**config.mk**
```make
export PLATFORM = sky130hd
export DESIGN_NAME = pipe_stage_reg
export DESIGN_NICKNAME = d
export VERILOG_FILES = /design/src/rtl/pipe_stage_reg.sv
export SDC_FILE = /design/constraint.sdc
export NUM_CORES = 1
export LEC_CHECK = 0
export BUFFER_PORTS_ARGS = -buffer_cell sky130_fd_sc_hd__buf_2
export CAP_MARGIN = 20
export CORE_MARGIN = 3
export CORE_UTILIZATION = 50
export DETAILED_ROUTE_END_ITERATION = 7
export PLACE_DENSITY = 0.73
export SLEW_MARGIN = 20
export SYNTH_ARGS = -nofsm -noshare
export SYNTH_HDL_FRONTEND = slang
export SYNTH_SLANG_ARGS = --single-unit
```
**constraint.sdc**
```tcl
create_clock -name clk -period 6.1 [get_ports clk]
set_clock_uncertainty 0.05 [all_clocks]
set_input_delay 1.22 -clock clk [delete_from_list [all_inputs] [get_ports clk]]
set_output_delay 1.22 -clock clk [all_outputs]
set_load 0.005 [all_outputs]
```
**src/rtl/pipe_stage_reg.sv**
```systemverilog
// ---------------------------------------------------------------------------
// pipe_stage_reg
//
// Parametrised pipeline register stage with a valid/ready handshake, flush,
// and a 2-entry skid buffer. The skid buffer lets in_ready be driven only
// from state flops, with no combinational path from out_ready, while still
// sustaining one item per cycle. Whenever no payload is presented, out_data
// shows a configurable NOP pattern.
//
// Ports
//   clk        rising-edge clock
//   reset      asynchronous, active-high reset
//   flush      synchronous squash of every held entry (highest priority)
//   in_valid   upstream presents in_data
//   in_ready   stage can accept (decoded from state flops only)
//   in_data    upstream payload, WIDTH bits
//   out_valid  stage presents out_data
//   out_ready  downstream accepts
//   out_data   payload, forced to NOP_VALUE while out_valid = 0
//   occupancy  number of entries held (0..2)
// ---------------------------------------------------------------------------
module pipe_stage_reg #(
    parameter int unsigned      WIDTH     = 64,
    parameter logic [WIDTH-1:0] NOP_VALUE = {WIDTH{1'b0}}
) (
    input  logic             clk,
    input  logic             reset,
    input  logic             flush,
    input  logic             in_valid,
    output logic             in_ready,
    input  logic [WIDTH-1:0] in_data,
    output logic             out_valid,
    input  logic             out_ready,
    output logic [WIDTH-1:0] out_data,
    output logic [1:0]       occupancy
);

    // The state encoding is {main valid, skid valid}. The skid register can
    // only be valid while the main register is valid, so 2'b01 is unused.
    typedef enum logic [1:0] {
        EMPTY = 2'b00,
        ONE   = 2'b10,
        FULL  = 2'b11
    } state_e;

    state_e           state_q;
    state_e           state_d;
    logic [WIDTH-1:0] m_data_q;
    logic [WIDTH-1:0] m_data_d;
    logic [WIDTH-1:0] s_data_q;
    logic             m_load;
    logic             m_from_skid;
    logic             s_load;
    logic             m_valid;
    logic             s_valid;
    logic             push;
    logic             pop;

    assign m_valid = (state_q != EMPTY);
    assign s_valid = (state_q == FULL);

    assign in_ready  = ~s_valid;
    assign out_valid = m_valid;
    assign out_data  = m_valid ? m_data_q : NOP_VALUE;
    assign occupancy = {1'b0, m_valid} + {1'b0, s_valid};

    assign push = in_valid & in_ready;
    assign pop  = m_valid & out_ready;

    // Next-state and register-load enables. Flush overrides every transfer.
    // Any pop still completes from the downstream point of view, because the
    // downstream samples the pre-edge out_data.
    always_comb begin
        state_d     = state_q;
        m_load      = 1'b0;
        m_from_skid = 1'b0;
        s_load      = 1'b0;
        if (flush) begin
            state_d = EMPTY;
        end else begin
            unique case (state_q)
                EMPTY: begin
                    if (push) begin
                        state_d = ONE;
                        m_load  = 1'b1;
                    end
                end
                ONE: begin
                    if (push && pop) begin
                        m_load = 1'b1;
                    end else if (push) begin
                        state_d = FULL;
                        s_load  = 1'b1;
                    end else if (pop) begin
                        state_d = EMPTY;
                    end
                end
                FULL: begin
                    // in_ready is low here, so in_valid cannot push. The skid
                    // entry always drains into main, which keeps strict FIFO
                    // order.
                    if (pop) begin
                        state_d     = ONE;
                        m_load      = 1'b1;
                        m_from_skid = 1'b1;
                    end
                end
                default: begin
                    state_d = EMPTY;
                end
            endcase
        end
    end

    assign m_data_d = m_from_skid ? s_data_q : in_data;

    always_ff @(posedge clk or posedge reset) begin
        if (reset) begin
            state_q <= EMPTY;
        end else begin
            state_q <= state_d;
        end
    end

    // The data registers are loaded only on their enables. Stalled data
    // therefore never toggles, and a flush leaves stale data that the
    // out_data mux hides.
    always_ff @(posedge clk or posedge reset) begin
        if (reset) begin
            m_data_q <= NOP_VALUE;
        end else if (m_load) begin
            m_data_q <= m_data_d;
        end
    end

    always_ff @(posedge clk or posedge reset) begin
        if (reset) begin
            s_data_q <= NOP_VALUE;
        end else if (s_load) begin
            s_data_q <= in_data;
        end
    end

endmodule

```
==> flow_summary.ini, run 1 <==
[global_route]
grt.total_usage = 0.197
grt_pass1_wl_um = 22400
grt_pass1_vias = 4494
grt_max_degree = 130
antenna_found_initial = 1
globalRoute.totalOverflow = 0

[critical_path]
crit_family = buffers and inverters
crit_type = flop to flop
cp_cell_sequence = inv_1, ha_2, buf_4, a21oi_1, o2bb2ai_4, buf_4, a21oi_1, a31oi_1
reg2reg_depth = 8
startpoint_type = flop
end_kind = flop
critPathArrivalTime_ns = 3.91
slowest_delay_ns = 0.76
required_ns = 6.37
crit_buf_inv = 3
cp_slowest_cell = o2bb2ai_4
cp_max_fo = 54
worstSetupPathDepth = 8

[drt]
met3_length_um = 893
post_drt_via_cell_ratio = 5.47
detail_route.iter0.violations = 251
totalWireLength_um = 13800
drc = 0
final_antenna_net_count = 0
dr_wl_met2_um = 6700
drt_first_pass_iters = 5
drt-met1-wl_um = 5880
top_layer = met5
wl_per_cell_um = 16.7
vias = 4518

[synth]
yosysTopAreaCell = dfrtp_1
yosys.area_share.adder = 0.00991
syn_avg_cell_area_sq_um = 11.9
synth_warnings = 0
async_flop_share = 1.00
synth_most_common_cell = dfrtp_1
synth-seq-cells = 130
synth-seq-area-share = 0.515
synth-simple-area-share = 0.0757
ys_types = 31
syn_nets = 604
synthTopCellsByArea = dfrtp_1 52%, mux2_2 11%, mux2i_1 10%
synth_commonest_cells = 130 x dfrtp_1, 67 x a21oi_1, 66 x mux2i_1
synth_cells = 530
yosysTopAreaCellShare = 0.515
synthMuxAreaShare = 0.219
synthXorXnorAreaFrac = 0
synth-compound-area-share = 0.124
synth_top_family_by_area = multiplexers
ys.flop_type = dfrtp_1
synth_area_sq_mm = 0.00631
synth-edff-count = 0

[clock_tree]
clk_latency_ns = 0.41
cts.sinks = 130
cts-root-buf = clkbuf_16
htree_levels = 4
cts_buffers = 17
clk_pin_slew_ns = 0.06
post_cts_resized = 0
tritoncts = built
cts.path.max_buffers = 2
postCtsHoldBufs = 0
post_cts_buffers = 0

[placement]
dp_slack_ns = 2.45
gp_congestion = 0.781
post-dp-hpwl_um = 8790
port_buffers = 136

[cells_and_area]
fill_cells = 1016
area_growth_pct = 19.5
drive_above_1_share = 0.370
nets = 718

[status]
status = complete, no violations

[floorplanning]
die_area_sq_mm = 0.0140
initial_core_util = 0.519
die_x_um = 118
coreArea_sq_mm = 0.0122
io_pins = 137
rows = 40
die_height_um = 118

[worst_hold_path]
worstHoldPathType = flop to flop
holdPathStages = 1

[timing]
fin_ws_ns = 2.47
tightest_slew_ns = 0.911
fin_crit_ns = 3.63
rsz0062_at_grt = false
hold_violations = 0
max_slew_margin = 0.393
setup_viol = 0
slew_violations = 0
setup_tns_ns = 0
max_freq_mhz = 275
finalCritPeriodShare = 0.596

[run]
drv_cap = 0

[power_and_ir_drop]
max-vdd-ir-drop_v = 0.000180
p_leak_nw = 3.22
power.density_mw_per_mm2 = 422
worst register-to-register path: cells and delay by family (launching register included):
family / cells / cell delay (ns)
adder cells (fa/ha/maj): 1 / 0.51
AO/OA/AOI/OAI: 4 / 1.30
buffers and inverters: 3 / 1.29
flip-flops: 1 / 0.41
cells by family (layout without fill, tap and decap cells):
| group | Yosys count | in the layout |
|---|---|---|
| flip-flops | 130 | 130 |
| AO/OA/AOI/OAI | 137 | 137 |
| multiplexers | 130 | 130 |
| AND/OR/NAND/NOR | 74 | 74 |
| adder cells (fa/ha/maj) | 5 | 5 |
| other | 0 | 1 |
| buffers and inverters | 54 | 181 |
flip-flops by register name, indices dropped and copies added, names as in the netlist:
register / cells
s_data_q: 64
m_data_q: 64
state_q: 2
cell type report:
class | instances | area [sq um] | share of cell area
Multi-Input combinational cell | 346 | 2740 | 0.363
Inverter | 5 | 21.3 | 0.00282
Clock buffer | 17 | 425 | 0.0564
Sequential cell | 130 | 3250 | 0.431
Timing Repair Buffer | 144 | 744 | 0.0987
Antenna cell | 1 | 2.50 | 0.000332
Tap cell | 168 | 210 | 0.0279
Clock inverter | 15 | 144 | 0.0191
power breakdown:
group / switching (mW) / internal (mW) / leakage (nW)
Clock: 0.369 / 0.596 / 0.278
Combinational: 0.383 / 0.432 / 1.44
Sequential: 0.179 / 1.22 / 1.50
final timing paths:
path,start,slack [ns],endpoint
worst max-delay path,state_q[0],2.47,m_data_q[6]
min in group asynchronous,reset,0.96,m_data_q[2]
max in group asynchronous,reset,3.80,s_data_q[3]
worst min-delay path,s_data_q[51],0.44,s_data_q[51]
worst min register to register,s_data_q[51],0.44,s_data_q[51]
worst max register to register,state_q[0],2.47,m_data_q[6]
metrics by stage:
stage               hold WS, ns  power, mW  utilization  instances  cell area [sq um]
finish                    0.440       3.18        0.620        826               7540
global route              0.452       3.38        0.620        825               7540
CTS                       0.442       3.21        0.620        825               7530
detailed placement        0.430       2.23        0.573        793               6970
global placement          0.416       2.18        0.573        793               6970
floorplan                 0.408       1.94            -        530               6310
cells in the final DEF (no fill, tap or decap), drive strengths merged:
cell,instances
a211o,1
a21oi,67
a31oi,64
and2b,1
and3b,1
buf,144
bufinv,2
clkbuf,17
clkinv,10
clkinvlp,3
dfrtp,130
diode,1
ha,5
inv,5
mux2,64
mux2i,66
nand2,1
nand2b,1
nand3,1
nand3b,1
nor2,1
nor2b,65
nor3,1
nor3b,1
o21ai,1
o21ba,1
o21bai,1
o2bb2ai,1
o31ai,1
per-layer routing:
layer	GRT usage	vias up
met3	0.0555	24
li1	-	2141
met1	0.253	2214
met4	0.0850	2
met5	0	-
met2	0.314	137
Note: power is estimated with default switching activity, not from simulation.
==> inputs of run 2 (changes only) <==
==> constraint.sdc (replaced) <==
create_clock -name clk -period 3.8 [get_ports clk]
set_clock_uncertainty 0.05 [all_clocks]
set_input_delay 0.76 -clock clk [delete_from_list [all_inputs] [get_ports clk]]
set_output_delay 0.76 -clock clk [all_outputs]
set_load 0.005 [all_outputs]
==> run 2 against run 1 <==
Against the previous run:
- cell count unchanged
- flip-flop and latch count unchanged
- critical path depth down 3
- power up 63%
- sequential power up 60%
- via count up 0.18%
- clock-buffer cell count up 10
- non-clock buffer count up 2
- first-iteration DRC count up 28%
- die area unchanged
- largest cell class unchanged
==> flow_summary.ini, run 2 (synthesized netlist as in run 1, its figures left out) <==
[status]
status = complete, no violations

[timing]
rsz0062_at_grt = false
finalCritPeriodShare = 0.838
finalHoldWorstSlack_ns = 0.441
max_slew_margin = 0.411
max_freq_mhz = 314
hold_violations = 0
setup_viol = 0
setup_tns_ns = 0
fin_ws_ns = 0.616
fin_crit_ns = 3.18
slew_violations = 0
tightest_slew_ns = 0.882

[drt]
post_drt_via_cell_ratio = 5.48
vias = 4526
wl_per_cell_um = 16.6
totalWireLength_um = 13700
detail_route.iter0.violations = 321
drt_first_pass_iters = 4
drc = 0
final_antenna_net_count = 0

[placement]
port_buffers = 136
gp_congestion = 0.757
post-dp-hpwl_um = 8920
dp_slack_ns = 0.778
place_inst = 795

[power_and_ir_drop]
power.density_mw_per_mm2 = 682
max-vdd-ir-drop_v = 0.000425
p_leak_nw = 3.25

[clock_tree]
clk_latency_ns = 0.41
tritoncts = built
cts.path.max_buffers = 2
cts_buffers = 17
post_cts_buffers = 0
postCtsHoldBufs = 0
post_cts_resized = 0
clk_pin_slew_ns = 0.05
cts.sinks = 130
htree_levels = 4
cts-root-buf = clkbuf_16

[cells_and_area]
layout_commonest_cell = buf_2
top_regs = m_data_q x64, s_data_q x64, state_q x2
fin_util = 0.625
nets = 720
diodes = 0
fill_cells = 1014
fin_cells = 826
layout_common_cells = 136 x buf_2, 130 x dfrtp_1, 67 x a21oi_1, 66 x mux2i_1, 65 x nor2b_1
drive_above_1_share = 0.365
area_growth_pct = 20.4

[critical_path]
rrSetupSlack_ns = 0.75
startpoint_type = flop
reg2reg_depth = 7
required_ns = 2.99
cp_max_fo = 36
critPathArrivalTime_ns = 2.37
cp-startpoint = state_q[0]
r2r-start = state_q[0]
crit_type = flop to output port
reg2reg_to = m_data_q[12]
end_kind = output port

[run]
drv_cap = 0

[worst_hold_path]
hp-start = s_data_q[51]
holdPathStages = 1
holdPathEnd = s_data_q[51]
worstHoldPathType = flop to flop

[global_route]
antenna_found_initial = 0
grt.total_usage = 0.197
grt_pass1_vias = 4439
grt_pass1_wl_um = 22200
globalRoute.totalOverflow = 0
grt_max_degree = 91

[floorplanning]
coreArea_sq_mm = 0.0122
rows = 40
io_pins = 137
die_x_um = 118
die_height_um = 118
die_area_sq_mm = 0.0140
initial_core_util = 0.519
run 2: cell types whose count changed in the layout (fill, tap and decap cells not counted), sizes merged:
| cell | previous run | this run |
|---|---|---|
| clkbuf | 17 | 27 |
| clkinv | 10 | 2 |
| buf | 144 | 146 |
| clkinvlp | 3 | 1 |
| diode | 1 | 0 |
| inv | 5 | 4 |
run 2: routing by layer:
metal / wire length, um / up-vias / GRT usage
met2: 6660 / 135 / 0.320
met4: 383 / 0 / 0.0879
li1: - / 2145 / -
met1: 5990 / 2211 / 0.248
met3: 643 / 35 / 0.0522
met5: 0 / - / 0
run 2: worst max-delay path by stage:
| stage | to | slack, ns | depth (start not counted) |
|---|---|---|---|
| floorplan | m_data_q[0] | 1.38 | 1 |
| global placement | m_data_q[37] | 0.85 | 7 |
| detailed placement | m_data_q[38] | 0.78 | 7 |
| CTS | out_data[60] | 0.58 | 5 |
| global route | out_data[40] | 0.44 | 5 |
| finish | out_data[43] | 0.62 | 5 |
run 2: layout make-up:
type                            count  area (sq um)  share of cell area
Inverter                            5          22.5             0.00296
Multi-Input combinational cell    346          2740               0.361
Clock buffer                       27           523              0.0688
Clock inverter                      4          70.1             0.00922
Tap cell                          168           210              0.0277
Sequential cell                   130          3250               0.428
Timing Repair Buffer              146           781               0.103
run 2: through the flow:
step | power [mW] | cell area [sq um]
detailed placement | 3.59 | 7010
floorplan | 3.12 | 6320
finish | 5.18 | 7600
global placement | 3.50 | 7010
CTS | 5.23 | 7600
global route | 5.50 | 7600
run 2: critical path, cell delays in order (launching register included):
cell	delay [ns]
dfrtp_1	0.41
inv_1	0.13
ha_2	0.66
buf_4	0.48
nor2b_1	0.11
buf_2	0.15
run 2: report_power, final:
part           switching [mW]  total, mW  leakage, nW  internal [mW]
registers               0.284       2.24         1.50           1.96
logic                   0.617       1.32         1.46          0.700
clock network           0.555       1.62        0.293           1.07
total                    1.46       5.18         3.25           3.73
==> inputs of run 3 (changes only) <==
==> constraint.sdc (replaced) <==
create_clock -name clk -period 3.26 [get_ports clk]
set_clock_uncertainty 0.05 [all_clocks]
set_input_delay 0.652 -clock clk [delete_from_list [all_inputs] [get_ports clk]]
set_output_delay 0.652 -clock clk [all_outputs]
set_load 0.005 [all_outputs]
==> run 3 against run 2 <==
Against the previous run:
- clock-buffer cell count is 1 lower
- critical path depth is 2 higher
- combinational power is 17% higher
- die area stayed put
- cell count is 0.24% higher
- power is 14% higher
- core utilization hardly changed
- hold slack worse by 0.19 ns
- final area hardly changed
- highest routed layer unchanged
- sequential power is 17% higher
==> flow_summary.ini, run 3 (synthesized netlist as in run 1, its figures left out) <==
[status]
status = complete, no violations

[drt]
post_drt_via_cell_ratio = 5.58
wl_per_cell_um = 17.0
drc = 0
detail_route.iter0.violations = 336
totalWireLength_um = 14100
drt_first_pass_iters = 4
final_antenna_net_count = 0
vias = 4623

[placement]
place_inst = 797
gp_congestion = 0.822
post-dp-hpwl_um = 8930
dp_slack_ns = 0.685
port_buffers = 136

[clock_tree]
post_cts_buffers = 0
cts_buffers = 17
cts.path.max_buffers = 2
postCtsHoldBufs = 0
cts.sinks = 130
htree_levels = 4
post_cts_resized = 0
tritoncts = built
clk_latency_ns = 0.41
clk_pin_slew_ns = 0.05
cts-root-buf = clkbuf_16

[cells_and_area]
fill_cells = 1016
nets = 722
drive_above_1_share = 0.368
diodes = 0
layout_commonest_cell = buf_2
top_regs = m_data_q x64, s_data_q x64, state_q x2
layout_common_cells = 136 x buf_2, 130 x dfrtp_1, 67 x a21oi_1, 66 x mux2i_1, 65 x nor2b_1
fin_util = 0.625
area_growth_pct = 20.5
fin_cells = 828

[power_and_ir_drop]
max-vdd-ir-drop_v = 0.000471
p_leak_nw = 3.25
power.density_mw_per_mm2 = 775
intPower_mw = 4.19
swShare = 0.289
comb_power_share = 0.264
seq_power_share = 0.445
power.share.clock = 0.291
switchingPower_mw = 1.70

[floorplanning]
die_x_um = 118
coreArea_sq_mm = 0.0122
io_pins = 137
die_area_sq_mm = 0.0140
initial_core_util = 0.519
die_height_um = 118
rows = 40

[global_route]
grt_max_degree = 130
top_usage_layer = met2
antenna_found_initial = 0
met3_usage = 0.0584
globalRoute.totalOverflow = 0
grt_pass1_vias = 4700
grt.total_usage = 0.205
met2_usage = 0.337
grt_pass1_wl_um = 23100
met1_usage = 0.247

[timing]
setup_viol = 0
fin_ws_ns = 0.661
finalCritPeriodShare = 0.797
slew_violations = 0
hold_violations = 0
finalHoldWorstSlack_ns = 0.249
max_slew_margin = 0.487
rsz0062_at_grt = false
tightest_slew_ns = 0.769
fin_crit_ns = 2.60
setup_tns_ns = 0
max_freq_mhz = 385

[critical_path]
end_kind = flop
rrSetupSlack_ns = 0.66
cp_max_fo = 30
reg2reg_depth = 7
r2r-start = state_q[0]
startpoint_type = flop
crit_type = flop to flop
required_ns = 3.46
critPathArrivalTime_ns = 2.79
reg2reg_to = m_data_q[34]

[run]
drv_cap = 0

[worst_hold_path]
worstHoldPathType = input port to async pin
==> run 3: cell type report <==
class,instances,area (sq um),area share
flip-flops and latches,130,3250,0.428
repair buffers,148,833,0.110
inverters,5,22.5,0.00296
clock buffers,26,519,0.0683
multi-input cells,346,2740,0.360
clock inverters,5,25.0,0.00329
well taps,168,210,0.0276
==> run 3: routing by layer <==
metal | vias up | share of wire
li1 | 2150 | -
met1 | 2281 | 0.42
met2 | 155 | 0.50
met3 | 37 | 0.053
met4 | 0 | 0.030
met5 | - | 0
==> run 3: worst max-delay path, stage by stage (launching register included) <==
cell	delay (ns)
dfrtp_1	0.40
inv_1	0.10
ha_2	0.22
nor2b_1	0.54
nor3b_4	0.41
buf_12	0.27
mux2i_1	0.28
a31oi_1	0.13
==> run 3: stage by stage <==
step	total power, mW	area [sq um]
finish	5.89	7600
floorplan	3.64	6320
CTS	5.95	7600
global route	6.27	7600
global placement	4.10	7060
detailed placement	4.20	7060
==> run 3: how the worst max path moves through the flow <==
| stage | to | start | slack, ns | cells past startpoint |
|---|---|---|---|---|
| 2_1_floorplan | m_data_q[0] | reset | 0.95 | 1 |
| 3_3_place_gp | m_data_q[21] | out_ready | 0.77 | 6 |
| 5_1_grt | m_data_q[19] | state_q[0] | 0.49 | 7 |
| 6_report | m_data_q[34] | state_q[0] | 0.66 | 7 |
| 4_1_cts | m_data_q[34] | state_q[0] | 0.65 | 7 |
| 3_5_place_dp | m_data_q[2] | out_ready | 0.69 | 6 |
==> run 3: power groups by stage <==
stage	combinational, mW	sequential [mW]	clock, mW
floorplan	1.10	2.53	0
global placement	1.51	2.59	0
detailed placement	1.57	2.64	0
CTS	1.58	2.62	1.76
global route	1.74	2.70	1.83
finish	1.55	2.62	1.71
